--- src/rtl/log_drain_reader_pkg.sv ---
// Shared definitions for the debug-log drain reader.
//   DEBUG_CAPACITY / DEBUG_DATA : register offsets seen by the host
//   LOG_LOG_DEPTH               : log2 of the upstream log buffer depth
//   WORD_W                      : width of one log word and of a register read
package log_drain_reader_pkg;

    localparam int WORD_W        = 32;
    localparam int LOG_LOG_DEPTH = 14;

    localparam logic [7:0] DEBUG_CAPACITY = 8'h00;
    localparam logic [7:0] DEBUG_DATA     = 8'h04;

endpackage : log_drain_reader_pkg

--- src/rtl/log_drain_reader_if.sv ---
// Bus bundle between the upstream log buffer, the host register port and the
// drain reader.
//   log_valid/log_ready/log_data/log_count : upstream log buffer head + occupancy
//   rd_valid/rd_ready/rd_addr              : host register-read request
//   resp_valid/resp_ready/resp_data        : host register-read response
// Handshake rule for every channel: a transfer happens on a rising clock edge
// where valid && ready are both 1; the payload must be stable while valid is
// high and ready is low, and valid must not drop before the transfer.
// modport slave is the drain reader, modport master is the environment.
interface log_drain_reader_if
    import log_drain_reader_pkg::*;
#(
    parameter int N_WORDS   = 16,
    parameter int LOG_DEPTH = LOG_LOG_DEPTH
) ();

    logic                        log_valid;
    logic                        log_ready;
    logic [N_WORDS*WORD_W-1:0]   log_data;
    logic [LOG_DEPTH:0]          log_count;

    logic                        rd_valid;
    logic                        rd_ready;
    logic [7:0]                  rd_addr;

    logic                        resp_valid;
    logic                        resp_ready;
    logic [WORD_W-1:0]           resp_data;

    modport slave (
        input  log_valid, log_data, log_count,
        output log_ready,
        input  rd_valid, rd_addr,
        output rd_ready,
        output resp_valid, resp_data,
        input  resp_ready
    );

    modport master (
        output log_valid, log_data, log_count,
        input  log_ready,
        output rd_valid, rd_addr,
        input  rd_ready,
        input  resp_valid, resp_data,
        output resp_ready
    );

endinterface : log_drain_reader_if

--- src/rtl/log_drain_reader.sv ---
// Drains multi-word debug log entries one 32-bit word per host register read.
// One entry is popped into a shadow register, then each DEBUG_DATA read returns
// the next word; DEBUG_CAPACITY returns upstream occupancy plus the shadow.
// Ports:
//   clk, rstn        : clock, asynchronous active-low reset
//   bus (slave)      : log buffer, register request and response channels
//   dbg_state        : 1 while a response is outstanding (RESP state)
//   dbg_shadow_valid : shadow register holds an entry
//   dbg_word_idx     : index of the next word to be returned
module log_drain_reader
    import log_drain_reader_pkg::*;
#(
    parameter int  N_WORDS   = 16,
    parameter int  LOG_DEPTH = LOG_LOG_DEPTH,
    localparam int IDX_W     = (N_WORDS > 1) ? $clog2(N_WORDS) : 1
) (
    input  logic               clk,
    input  logic               rstn,
    log_drain_reader_if.slave  bus,
    output logic               dbg_state,
    output logic               dbg_shadow_valid,
    output logic [IDX_W-1:0]   dbg_word_idx
);

    localparam int CAP_W = LOG_DEPTH + 2;

    typedef enum logic {
        IDLE = 1'b0,
        RESP = 1'b1
    } state_t;

    state_t                     state;
    logic                       shadow_valid;
    logic [IDX_W-1:0]           word_idx;
    logic [N_WORDS*WORD_W-1:0]  shadow_data;
    logic                       resp_valid;
    logic [WORD_W-1:0]          resp_data;

    logic                       pop;
    logic                       rd_fire;
    logic                       data_rd;
    logic                       last_word;
    logic [CAP_W-1:0]           capacity;
    logic [WORD_W-1:0]          cur_word;
    logic [WORD_W-1:0]          rd_value;

    // Reset gates both ready outputs so nothing is popped or accepted while
    // rstn is low.
    assign bus.log_ready = rstn && !shadow_valid;
    assign bus.rd_ready  = rstn && (state == IDLE);

    assign pop       = bus.log_valid && bus.log_ready;
    assign rd_fire   = bus.rd_valid && bus.rd_ready;
    // A data read only has side effects when the shadow holds an entry.
    assign data_rd   = rd_fire && (bus.rd_addr == DEBUG_DATA) && shadow_valid;
    assign last_word = (word_idx == IDX_W'(N_WORDS - 1));

    // One extra bit so log_count at full depth plus the shadow cannot wrap.
    assign capacity = {1'b0, bus.log_count} + CAP_W'(shadow_valid);
    assign cur_word = shadow_data[word_idx*WORD_W +: WORD_W];

    always_comb begin
        rd_value = '0;
        case (bus.rd_addr)
            DEBUG_CAPACITY: rd_value = WORD_W'(capacity);
            DEBUG_DATA:     if (shadow_valid) rd_value = cur_word;
            default:        rd_value = '0;
        endcase
    end

    // Pop and data read are mutually exclusive: pop needs shadow_valid=0,
    // data_rd needs shadow_valid=1. Clearing shadow_valid on the last word
    // therefore lets the next pop happen one cycle later, never the same one.
    always_ff @(posedge clk or negedge rstn) begin
        if (!rstn) begin
            state        <= IDLE;
            resp_valid   <= 1'b0;
            resp_data    <= '0;
            shadow_valid <= 1'b0;
            word_idx     <= '0;
            shadow_data  <= '0;
        end else begin
            if (pop) begin
                shadow_data  <= bus.log_data;
                shadow_valid <= 1'b1;
                word_idx     <= '0;
            end

            case (state)
                IDLE: begin
                    if (rd_fire) begin
                        state      <= RESP;
                        resp_valid <= 1'b1;
                        resp_data  <= rd_value;
                        if (data_rd) begin
                            if (last_word) begin
                                shadow_valid <= 1'b0;
                                word_idx     <= '0;
                            end else begin
                                word_idx <= word_idx + 1'b1;
                            end
                        end
                    end
                end
                RESP: begin
                    if (bus.resp_ready) begin
                        state      <= IDLE;
                        resp_valid <= 1'b0;
                    end
                end
                default: state <= IDLE;
            endcase
        end
    end

    assign bus.resp_valid = resp_valid;
    assign bus.resp_data  = resp_data;

    assign dbg_state        = (state == RESP);
    assign dbg_shadow_valid = shadow_valid;
    assign dbg_word_idx     = word_idx;

endmodule : log_drain_reader

--- src/flat_wrapper.sv ---
// flat-port wrapper written by rule: the top's interface ports become plain ports
module log_drain_reader_flat import log_drain_reader_pkg::*;
#(
    parameter int  N_WORDS   = 16,
    parameter int  LOG_DEPTH = LOG_LOG_DEPTH,
    localparam int IDX_W     = (N_WORDS > 1) ? $clog2(N_WORDS) : 1
)
  (clk, rstn, dbg_state, dbg_shadow_valid, dbg_word_idx, bus_log_valid, bus_log_data, bus_log_count, bus_log_ready, bus_rd_valid, bus_rd_addr, bus_rd_ready, bus_resp_valid, bus_resp_data, bus_resp_ready);
  log_drain_reader_if #(.N_WORDS(N_WORDS), .LOG_DEPTH(LOG_DEPTH)) bus_i ();
  input  logic clk;
  input  logic rstn;
  output logic dbg_state;
  output logic dbg_shadow_valid;
  output logic [IDX_W-1:0] dbg_word_idx;
  input wire logic [$bits(bus_i.log_valid)-1:0] bus_log_valid;
  input wire logic [$bits(bus_i.log_data)-1:0] bus_log_data;
  input wire logic [$bits(bus_i.log_count)-1:0] bus_log_count;
  output wire logic [$bits(bus_i.log_ready)-1:0] bus_log_ready;
  input wire logic [$bits(bus_i.rd_valid)-1:0] bus_rd_valid;
  input wire logic [$bits(bus_i.rd_addr)-1:0] bus_rd_addr;
  output wire logic [$bits(bus_i.rd_ready)-1:0] bus_rd_ready;
  output wire logic [$bits(bus_i.resp_valid)-1:0] bus_resp_valid;
  output wire logic [$bits(bus_i.resp_data)-1:0] bus_resp_data;
  input wire logic [$bits(bus_i.resp_ready)-1:0] bus_resp_ready;
  assign bus_i.log_valid = bus_log_valid;
  assign bus_i.log_data = bus_log_data;
  assign bus_i.log_count = bus_log_count;
  assign bus_log_ready = bus_i.log_ready;
  assign bus_i.rd_valid = bus_rd_valid;
  assign bus_i.rd_addr = bus_rd_addr;
  assign bus_rd_ready = bus_i.rd_ready;
  assign bus_resp_valid = bus_i.resp_valid;
  assign bus_resp_data = bus_i.resp_data;
  assign bus_i.resp_ready = bus_resp_ready;
  log_drain_reader #(.N_WORDS(N_WORDS), .LOG_DEPTH(LOG_DEPTH)) u_core (.clk(clk), .rstn(rstn), .bus(bus_i), .dbg_state(dbg_state), .dbg_shadow_valid(dbg_shadow_valid), .dbg_word_idx(dbg_word_idx));
endmodule
--- config.mk ---
export PLATFORM = sky130hd
export DESIGN_NAME = log_drain_reader_flat
export DESIGN_NICKNAME = d
export VERILOG_FILES = /design/src/rtl/log_drain_reader_pkg.sv /design/src/rtl/log_drain_reader_if.sv /design/src/rtl/log_drain_reader.sv /design/src/flat_wrapper.sv
export SDC_FILE = /design/constraint.sdc
export NUM_CORES = 1
export LEC_CHECK = 0
export CAP_MARGIN = 10
export CORE_AREA = 2 2 231 233
export CTS_CLUSTER_DIAMETER = 30
export CTS_CLUSTER_SIZE = 40
export DETAILED_ROUTE_END_ITERATION = 6
export DIE_AREA = 0 0 233 235
export PLACE_DENSITY = 0.79
export SLEW_MARGIN = 20
export SYNTH_ARGS = -nofsm -noshare
export SYNTH_HDL_FRONTEND = slang
export SYNTH_SLANG_ARGS = --single-unit
--- constraint.sdc ---
create_clock -name clk -period 2.21 [get_ports clk]
set_input_delay 0.221 -clock clk [delete_from_list [all_inputs] [get_ports clk]]
set_output_delay 0.221 -clock clk [all_outputs]
set_load 0.01 [all_outputs]
Yosys cells after proc, flatten, opt, wreduce, memory -nomap -nowiden
Cells that the tools add are included.
{"block": "op_classes", "n_addsub": 2, "n_eq_ne": 4, "shift": 1, "n_mux": 18, "bitwise": 1, "reduce_logical": 10}
{"operator": "$shiftx 512x10->32", "n": 1}
{"operator": "$pmux 32 s2", "n": 1}
{"operator": "$mux 32", "n": 1}
{"operator": "$mux 4", "n": 5}
{"operator": "$add 15x1->16", "n": 1}
{"operator": "$mux 1", "n": 9}
{"operator": "$eq 8x3->1 const B", "n": 1}
{"operator": "$logic_not 8->1", "n": 1}
{"operator": "$logic_and 1x1->1", "n": 6}
{"operator": "$add 4x1->4 const B", "n": 1}
{"operator": "$eq 4x4->1 const B", "n": 1}
{"operator": "$pmux 1 s2", "n": 2}
{"operator": "$reduce_and 2->1", "n": 2}
{"operator": "$ne 2x1->1 const B", "n": 1}
{"operator": "$ne 2x2->1 const B", "n": 1}
{"operator": "$logic_not 1->1", "n": 1}
{"operator": "$not 1->1", "n": 1}
{"block": "word_totals", "ff_bits": 551, "inputBits": 540, "output_inout_bits": 41}

Longest topological paths before layout
{"block": "logic_depth", "depth_word": 8, "mapped_depth": 8, "ltp_nobuf": 6}

Worst setup path before layout
No wires, ideal clock.
{"block": "synth_path", "path_kind": "register -> register", "start": "register u_core.word_idx[0] (netlist: u_core.dbg_word_idx[0])", "end": "register u_core.resp_data[0] (netlist: u_core.bus.resp_data[0])", "setup_ns": 0.120, "arrival_time_ns": 1.937, "required_ns": 2.090, "setup_slack_ns": 0.153, "stages_incl_launch_ff": 7, "cell_sequence": "dfrtp_1 buf_2 buf_2 buf_2 clkbuf_1 mux2_2 a31o_2"}
{"block": "synth_via", "elab_chain_len": 3}
{"element": "start, declared", "line": "log_drain_reader.sv:34", "rtl": "logic [IDX_W-1:0] word_idx;"}
{"element": "start signal, assigned", "line": "log_drain_reader.sv:100", "rtl": "word_idx <= word_idx + 1'b1;"}
{"element": "$shiftx 512x10->32", "line": "log_drain_reader.sv:60", "rtl": "assign cur_word = shadow_data[word_idx*WORD_W +: WORD_W];"}
{"element": "$mux 32", "line": "log_drain_reader.sv:66", "rtl": "DEBUG_DATA: if (shadow_valid) rd_value = cur_word;"}
{"element": "$pmux 32 s2", "line": "log_drain_reader.sv:64", "rtl": "case (bus.rd_addr)"}
{"element": "end signal, assigned", "line": "log_drain_reader.sv:94", "rtl": "resp_data <= rd_value;"}
{"element": "end, declared", "line": "log_drain_reader.sv:37", "rtl": "logic [WORD_W-1:0] resp_data;"}
Every way passes these cells.
A chain may end at the register's enable or synchronous reset.

Worst setup path after layout
{"block": "layout_path", "start": "register u_core.word_idx[0] (netlist: u_core.dbg_word_idx[0])", "end": "output port dbg_word_idx[0]"}
{"element": "end, declared", "line": "flat_wrapper.sv:14", "rtl": "output logic [IDX_W-1:0] dbg_word_idx;"}
No word-level cell between the ends.

==> metrics.yaml <==
outcome: "complete, but fails checks"
violations: "DRC"
boundaryPins: 581
worstSetupPathType: "reg2out"
r2r-end: "u_core.bus.resp_data[24]"
synthSimpleGateAreaFrac: 0.253
synth_top_cell_area_share: 0.556
peakVddDrop_mv: 0.901
p_per_area_mw_per_mm2: 1060
hold_depth: 3
period_share: 0.956
syn_to_final_growth_pct: 45.4
initial_utilization: 0.475
syn_area_mm2: 0.0248
startpoint: "u_core.dbg_word_idx[0]"
slowest_delay_ps: 580
syn_nets: 3231
rsz0062_at_grt: "false"
die_w_um: 233
timing.rr.start: "u_core.dbg_word_idx[0]"
setup_viol: 0
synth_seq_cells: 551
cp_num_buf_inv: 2
drive_gt1_frac: 0.122
clock_sinks: 551
tns_ps: 0
synth_top_family_by_area: "simple AND/OR/NAND/NOR gates"
drc: 9
endpoint: "dbg_word_idx[0]"
hp-class: "in2reg"
die_h_um: 235
die_area_mm2: 0.0548
max_cap_viol_count: 0
slew_headroom: 0.379
regToRegSetupSlack_ps: 110
rr_worst_depth: 7
synth_ff_type: "dfrtp_1"
antenna_found_initial: 18
htree_levels: 3
leakage_nw: 17.3
skew_ps: 28.0
postRouteAntennaNets: 0
portBuffers: 580
cp_data_arrival_time_ps: 1890
slowest_stage: "clkdlybuf4s50_1"
synthXorXnorAreaFrac: 0.00494
finalWirelength_um: 89600
placedInstanceArea_mm2: 0.0318
vias_per_cell: 5.46
synth_compound_area_frac: 0.0408
clockBufferDepth: 3
maxSlewViolCount: 0
grt_max_degree: 147
finalHoldViolCount: 0
overflow: 0
nets: 3854
synth_top_area_cell: "dfrtp_1"
syn_avg_cell_area_um2: 9.23
synthAdderAreaFrac: 0.00151
synth_area_leaders: "dfrtp_1 56%, nand2_1 24%, mux4_2 8.7%, mux2i_1 2.7%, clkbuf_1 1.9%"
post-route-util: 0.690
wire_per_inst_um: 21.8
period_needed_ps: 2110
core-area_mm2: 0.0522
async_reset_ff_frac: 1.00
critPathTopFamily: "buffers and inverters"
tightest_slew_ps: 932
worstPathMaxFanout: 12
num_vias: 22407
layout_commonest_cell: "nand2_1"
cts_tree: "built"
grt_pass1_wl_um: 136000
critical_path.cell_chain: "buf_12 > clkdlybuf4s50_1"
drt_iter0_drc: 2175
yosysWarnings: 0
syn_inst: 2688
seq_area_frac_synth: 0.556
crit_required_ps: 1990
worst-path-stages: 2
synth_mux_area_frac: 0.114
ys_types: 43
rows: 84
max_freq_mhz: 473
hpwl_um: 63000
worstSkewPairLatency_ps: 660
grt_pass1_vias: 23719
synth-edff-count: 0
finalInstanceArea_mm2: 0.0361
firstDrtPassIters: 7
clk_pin_slew_ps: 50
cts_root_buffer: "clkbuf_16"
worstSetupEndpointType: "primary output"
mostFrequentLayoutCells: "1,561 x nand2_1, 578 x clkdlybuf4s50_1, 546 x dfrtp_1, 116 x clkbuf_16, 96 x mux4_2"
numCtsBuffers: 113
grt_use_total: 0.329
place_congestion: 0.905
setup.worst_path.start_class: "flip-flop"
state kept, by name, indices dropped and copies added, names as in the netlist:
register and cells:
u_core.bus.resp_valid 1, u_core.shadow_data 512, u_core.dbg_state 1, u_core.bus.resp_data 32, u_core.dbg_shadow_valid 1, u_core.dbg_word_idx 4
Yosys cell counts, types with 3 or more instances:
master,instances
buf_4,10
o21ai_0,40
nand3_1,9
clkbuf_1,128
o22ai_1,8
nand2_1,1562
a221oi_1,15
ha_1,3
o221ai_1,9
and3_1,3
inv_1,6
nor3_1,4
mux4_2,96
xnor2_1,5
a22o_1,5
and2_1,4
buf_2,28
nand4_1,5
mux2i_1,66
a22oi_1,49
nor2_1,28
a21oi_1,4
xor2_1,9
o21ai_1,11
nor2b_1,5
dfrtp_1,551
through the flow:
step	hold WS, ps	setup WS, ps	total power [mW]	instances
final	95.7	97.5	38.1	4106
after global routing	97.2	7.34	39.6	4103
after CTS	78.0	14.9	38.2	4094
after detailed placement	56.6	-44.6	20.0	3873
after global placement	58.0	-14.5	19.7	3873
after floorplan	-74.6	153	17.0	2688
routing by layer:
metal	global-route usage	wire length [um]
met5	0	95
met1	0.390	32900
met3	0.0851	7470
met4	0.167	4690
met2	0.551	44400
repair_timing:
action / 4_1_cts / 5_1_grt
hold buffers: 2 / 0
endpoints found under the hold margin: 87 / 0
buffers inserted: 8 / 0
gates resized for setup: 5 / 1
pin swaps: 0 / 0
setup endpoints to repair: 5 / 1
gates cloned: 1 / 0
power breakdown:
part	internal [mW]	switching [mW]	leakage (nW)
sequential	12.7	1.58	7.01
clock	12.1	5.81	1.98
combinational	2.93	2.98	8.32
layout make-up:
class,instances,area [um^2]
inverter,6,22.5
antenna,12,30.0
timing repair buffer,677,6980
tap,688,861
clock buffer,138,3120
multi-input combinational,1962,10300
fill,3757,16200
clock inverter,72,935
sequential,551,13800
worst min path at each step:
| stage | startpoint | to | slack, ps |
|---|---|---|---|
| after detailed placement | rstn | u_core.shadow_data[457] | 60 |
| after global placement | rstn | u_core.shadow_data[486] | 60 |
| after CTS | bus_log_data[429] | u_core.shadow_data[429] | 80 |
| after global routing | bus_log_data[421] | u_core.shadow_data[421] | 100 |
| final | bus_log_data[236] | u_core.shadow_data[236] | 100 |
| after floorplan | rstn | u_core.bus.resp_data[0] | -70 |
worst min-delay path: stages:
cell and delay, ps:
clkdlybuf4s50_1 390, nand2_1 50, nand2_1 40
logic make-up (layout without fill, tap and decap cells):
| kind of cell | Yosys count | in the layout |
|---|---|---|
| compound gates | 148 | 148 |
| xor+xnor | 14 | 14 |
| fa+ha+maj | 3 | 3 |
| buf+inv | 175 | 893 |
| flops | 551 | 551 |
| mux | 163 | 163 |
| other cells | 0 | 12 |
| simple gates | 1634 | 1634 |
Note: power is estimated with default switching activity, not from simulation.
==> RTL change, RTL diff (config.mk and constraints unchanged) <==
Put one more register stage on the output `dbg_word_idx`. The value now appears one clock later. The other outputs are not delayed to match.
--- a/src/rtl/log_drain_reader.sv
+++ b/src/rtl/log_drain_reader.sv
@@ -119,5 +119,7 @@
     assign dbg_state        = (state == RESP);
     assign dbg_shadow_valid = shadow_valid;
-    assign dbg_word_idx     = word_idx;
+    always_ff @(posedge clk) begin
+        dbg_word_idx <= word_idx;
+    end
 
 endmodule : log_drain_reader
Check against the original RTL: not equivalent (Yosys sat finds a counterexample within 4 cycles, from zero or initial values and one cycle with rstn low).
==> RTL change against the original RTL <==
- synthesized cell count rose by 2.4%
- non-clock buffer count is 12 lower
- via count is 0.89% higher
- worst setup slack worse by 58 ps
- total power is essentially flat
- first-iteration DRC count is 6.9% lower
- wire length down 0.39%
- final area rose by 0.51%
- sequential cell count grew 4
- synthesized area is 1.6% higher
- critical endpoint is now u_core.bus.resp_data[22]
- largest power group unchanged
- highest routed layer unchanged
==> RTL change: results (changes against the original RTL) <==
- Sequential fraction of the synthesis area: 55.01% (was 55.59%)
- Cell internal pwr: 27.74 mW (was 27.71 mW)
- First-pass GRT wire length: 135,600 um (was 136,100 um)
- Port Buffers: 580 (unchanged)
- Final non-filler cell total: 4,149 (was 4,106)
- Final Util: 69.38% (was 69.02%)
- Per-cell routed wire length: 21.50 um (was 21.81 um)
- CTS clock-pin slew for the worst setup and hold paths: 60 ps
- Worst Hold Class: primary input to flop (unchanged)
- Leakage: 17.28 nW (was 17.30 nW)
- Area after DPL: 32,120 um^2 (was 31,840 um^2)
- Setup Fix Bufs, Post-CTS: 0 (was 8)
- GR Util All Layers: 32.75% (was 32.86%)
- Worst-Margin Slew: 959.5 ps (was 932.0 ps)
- Biggest regs: u_core.shadow_data (512), u_core.bus.resp_data (32)
- # fillers: 3,721 (was 3,757)
- Synth cell count leaders: nand2_1, dfrtp_1, mux4_2 (was nand2_1, dfrtp_1, clkbuf_1)
- Clock buffer depth: 3 (unchanged)
- GPL Wtd Cong: 0.9400 (was 0.9051)
- Slowest CP cell: dfrtp_4 (was clkdlybuf4s50_1)
- Startpoint types: flop (unchanged)
- Distinct cells, synth: 48 (was 43)
- Largest net degree at the start of global routing: 126 (was 147)
- H-tree depth: 3 (unchanged)
- Post-Place Worst Slack: -102.5 ps (was -44.56 ps)
- 1st-pass router iterations: 5 (was 7)
- Clk_skew: 29.89 ps (was 28.02 ps)
- Max FO, Critical Path: 26 (was 12)
- Vias per cell: 5.449 (was 5.457)
- Main area contributors after synthesis: dfrtp_1, nand2_1, mux4_2 (unchanged)
- Later-pin clock latency in the skew report: 650 ps
- Mean Syn Cell Area: 9.161 um^2 (was 9.227 um^2)
- CP max stage delay: 500 ps (was 580 ps)
- Post-DP HPWL: 62,460 um (was 63,050 um)
- Max IR drop VDD: 764.0 uV (was 900.5 uV)
- Share of cells above drive strength 1: 11.90% (was 12.18%)
- Placed cell count: 3,928 (was 3,873)
- FF-to-FF Start: u_core.word_idx[1] (was u_core.dbg_word_idx[0])
- DRT iter0 DRCs: 2,024 (was 2,175)
- Clk root buf: clkbuf_16 (unchanged)
- Synth async-reset ratio: 99.28% (was 100.0%)
- Delay-heaviest family, CP: compound AO/OA/AOI/OAI gates (was buffers and inverters)
- Initial antenna violation count: 15 (was 18)
- CTS Buf Count: 111 (was 113)
- Gr ovfl total: 0 (unchanged)
- Hold Path Origin: bus_log_data[355] (was bus_log_data[236])
- CP required: 2770 ps (was 1990 ps)
- Net Count, Synth: 3,295 (was 3,231)
- Synth warnings: 0 (unchanged)
- Vias in the first global route: 23,920 (was 23,720)
- Status: finished clean (was finished with violations)
==> RTL change: worst paths after layout <==
kind | end | slack (ps) | cells after the start
max in group asynchronous | u_core.shadow_data[31] | 960 | 5
min in group asynchronous | u_core.shadow_data[224] | 230 | 3
hold / removal | u_core.shadow_data[355] | 100 | 3
setup reg to reg | u_core.bus.resp_data[22] | 40 | 7
hold reg to reg | u_core.shadow_data[222] | 470 | 2
setup / recovery | u_core.bus.resp_data[22] | 40 | 7
==> RTL change: timing repair <==
item,4_1_cts,5_1_grt
hold buffers,4,0
hold endpoints to repair,68,0
endpoints found under the setup margin,3,3
resized for setup,5,3
==> RTL change: worst register-to-register path, stage by stage, from the launching register on <==
cell      delay (ps)
dfrtp_4          500
buf_12           170
buf_12           180
mux4_2           420
nor2_1            60
a221oi_1         440
a21oi_1          130
o21ai_0          180
==> RTL change: power by group through the flow <==
stage / combinational (mW) / sequential, mW / clock [mW]
2_1_floorplan: 3.46 / 13.8 / 0
3_3_place_gp: 5.71 / 14.1 / 0
3_5_place_dp: 5.88 / 14.3 / 0
4_1_cts: 6.04 / 14.2 / 17.9
5_1_grt: 6.70 / 14.5 / 18.5
6_report: 6.01 / 14.3 / 17.8
==> RTL change: cells by family after synthesis <==
logic type / count (synthesis) / synth area share [%]
AOI/OAI and AO/OA: 136 / 3.608
DFF: 555 / 55.01
xor gates and xnor gates: 14 / 0.4864
adders and majority gates: 3 / 0.1489
muxes: 190 / 11.85
buffers and inverters: 177 / 3.464
and+or+nand+nor: 1677 / 25.43
==> RTL change: cell type report <==
type / count / area share, %
repair buffers: 665 / 19.08
clock inverters: 69 / 2.572
well taps: 688 / 2.375
diodes: 8 / 0.05524
clock buffers: 140 / 8.525
inverters: 4 / 0.04143
flip-flops and latches: 555 / 38.31
multi-input cells: 2020 / 29.04
==> RTL change: metal layers <==
metal / share of wire, % / global-route usage [%]
met5: 0.10 / 0
met1: 37 / 38.80
met2: 49 / 54.34
met3: 8.8 / 8.641
met4: 5.2 / 17.80
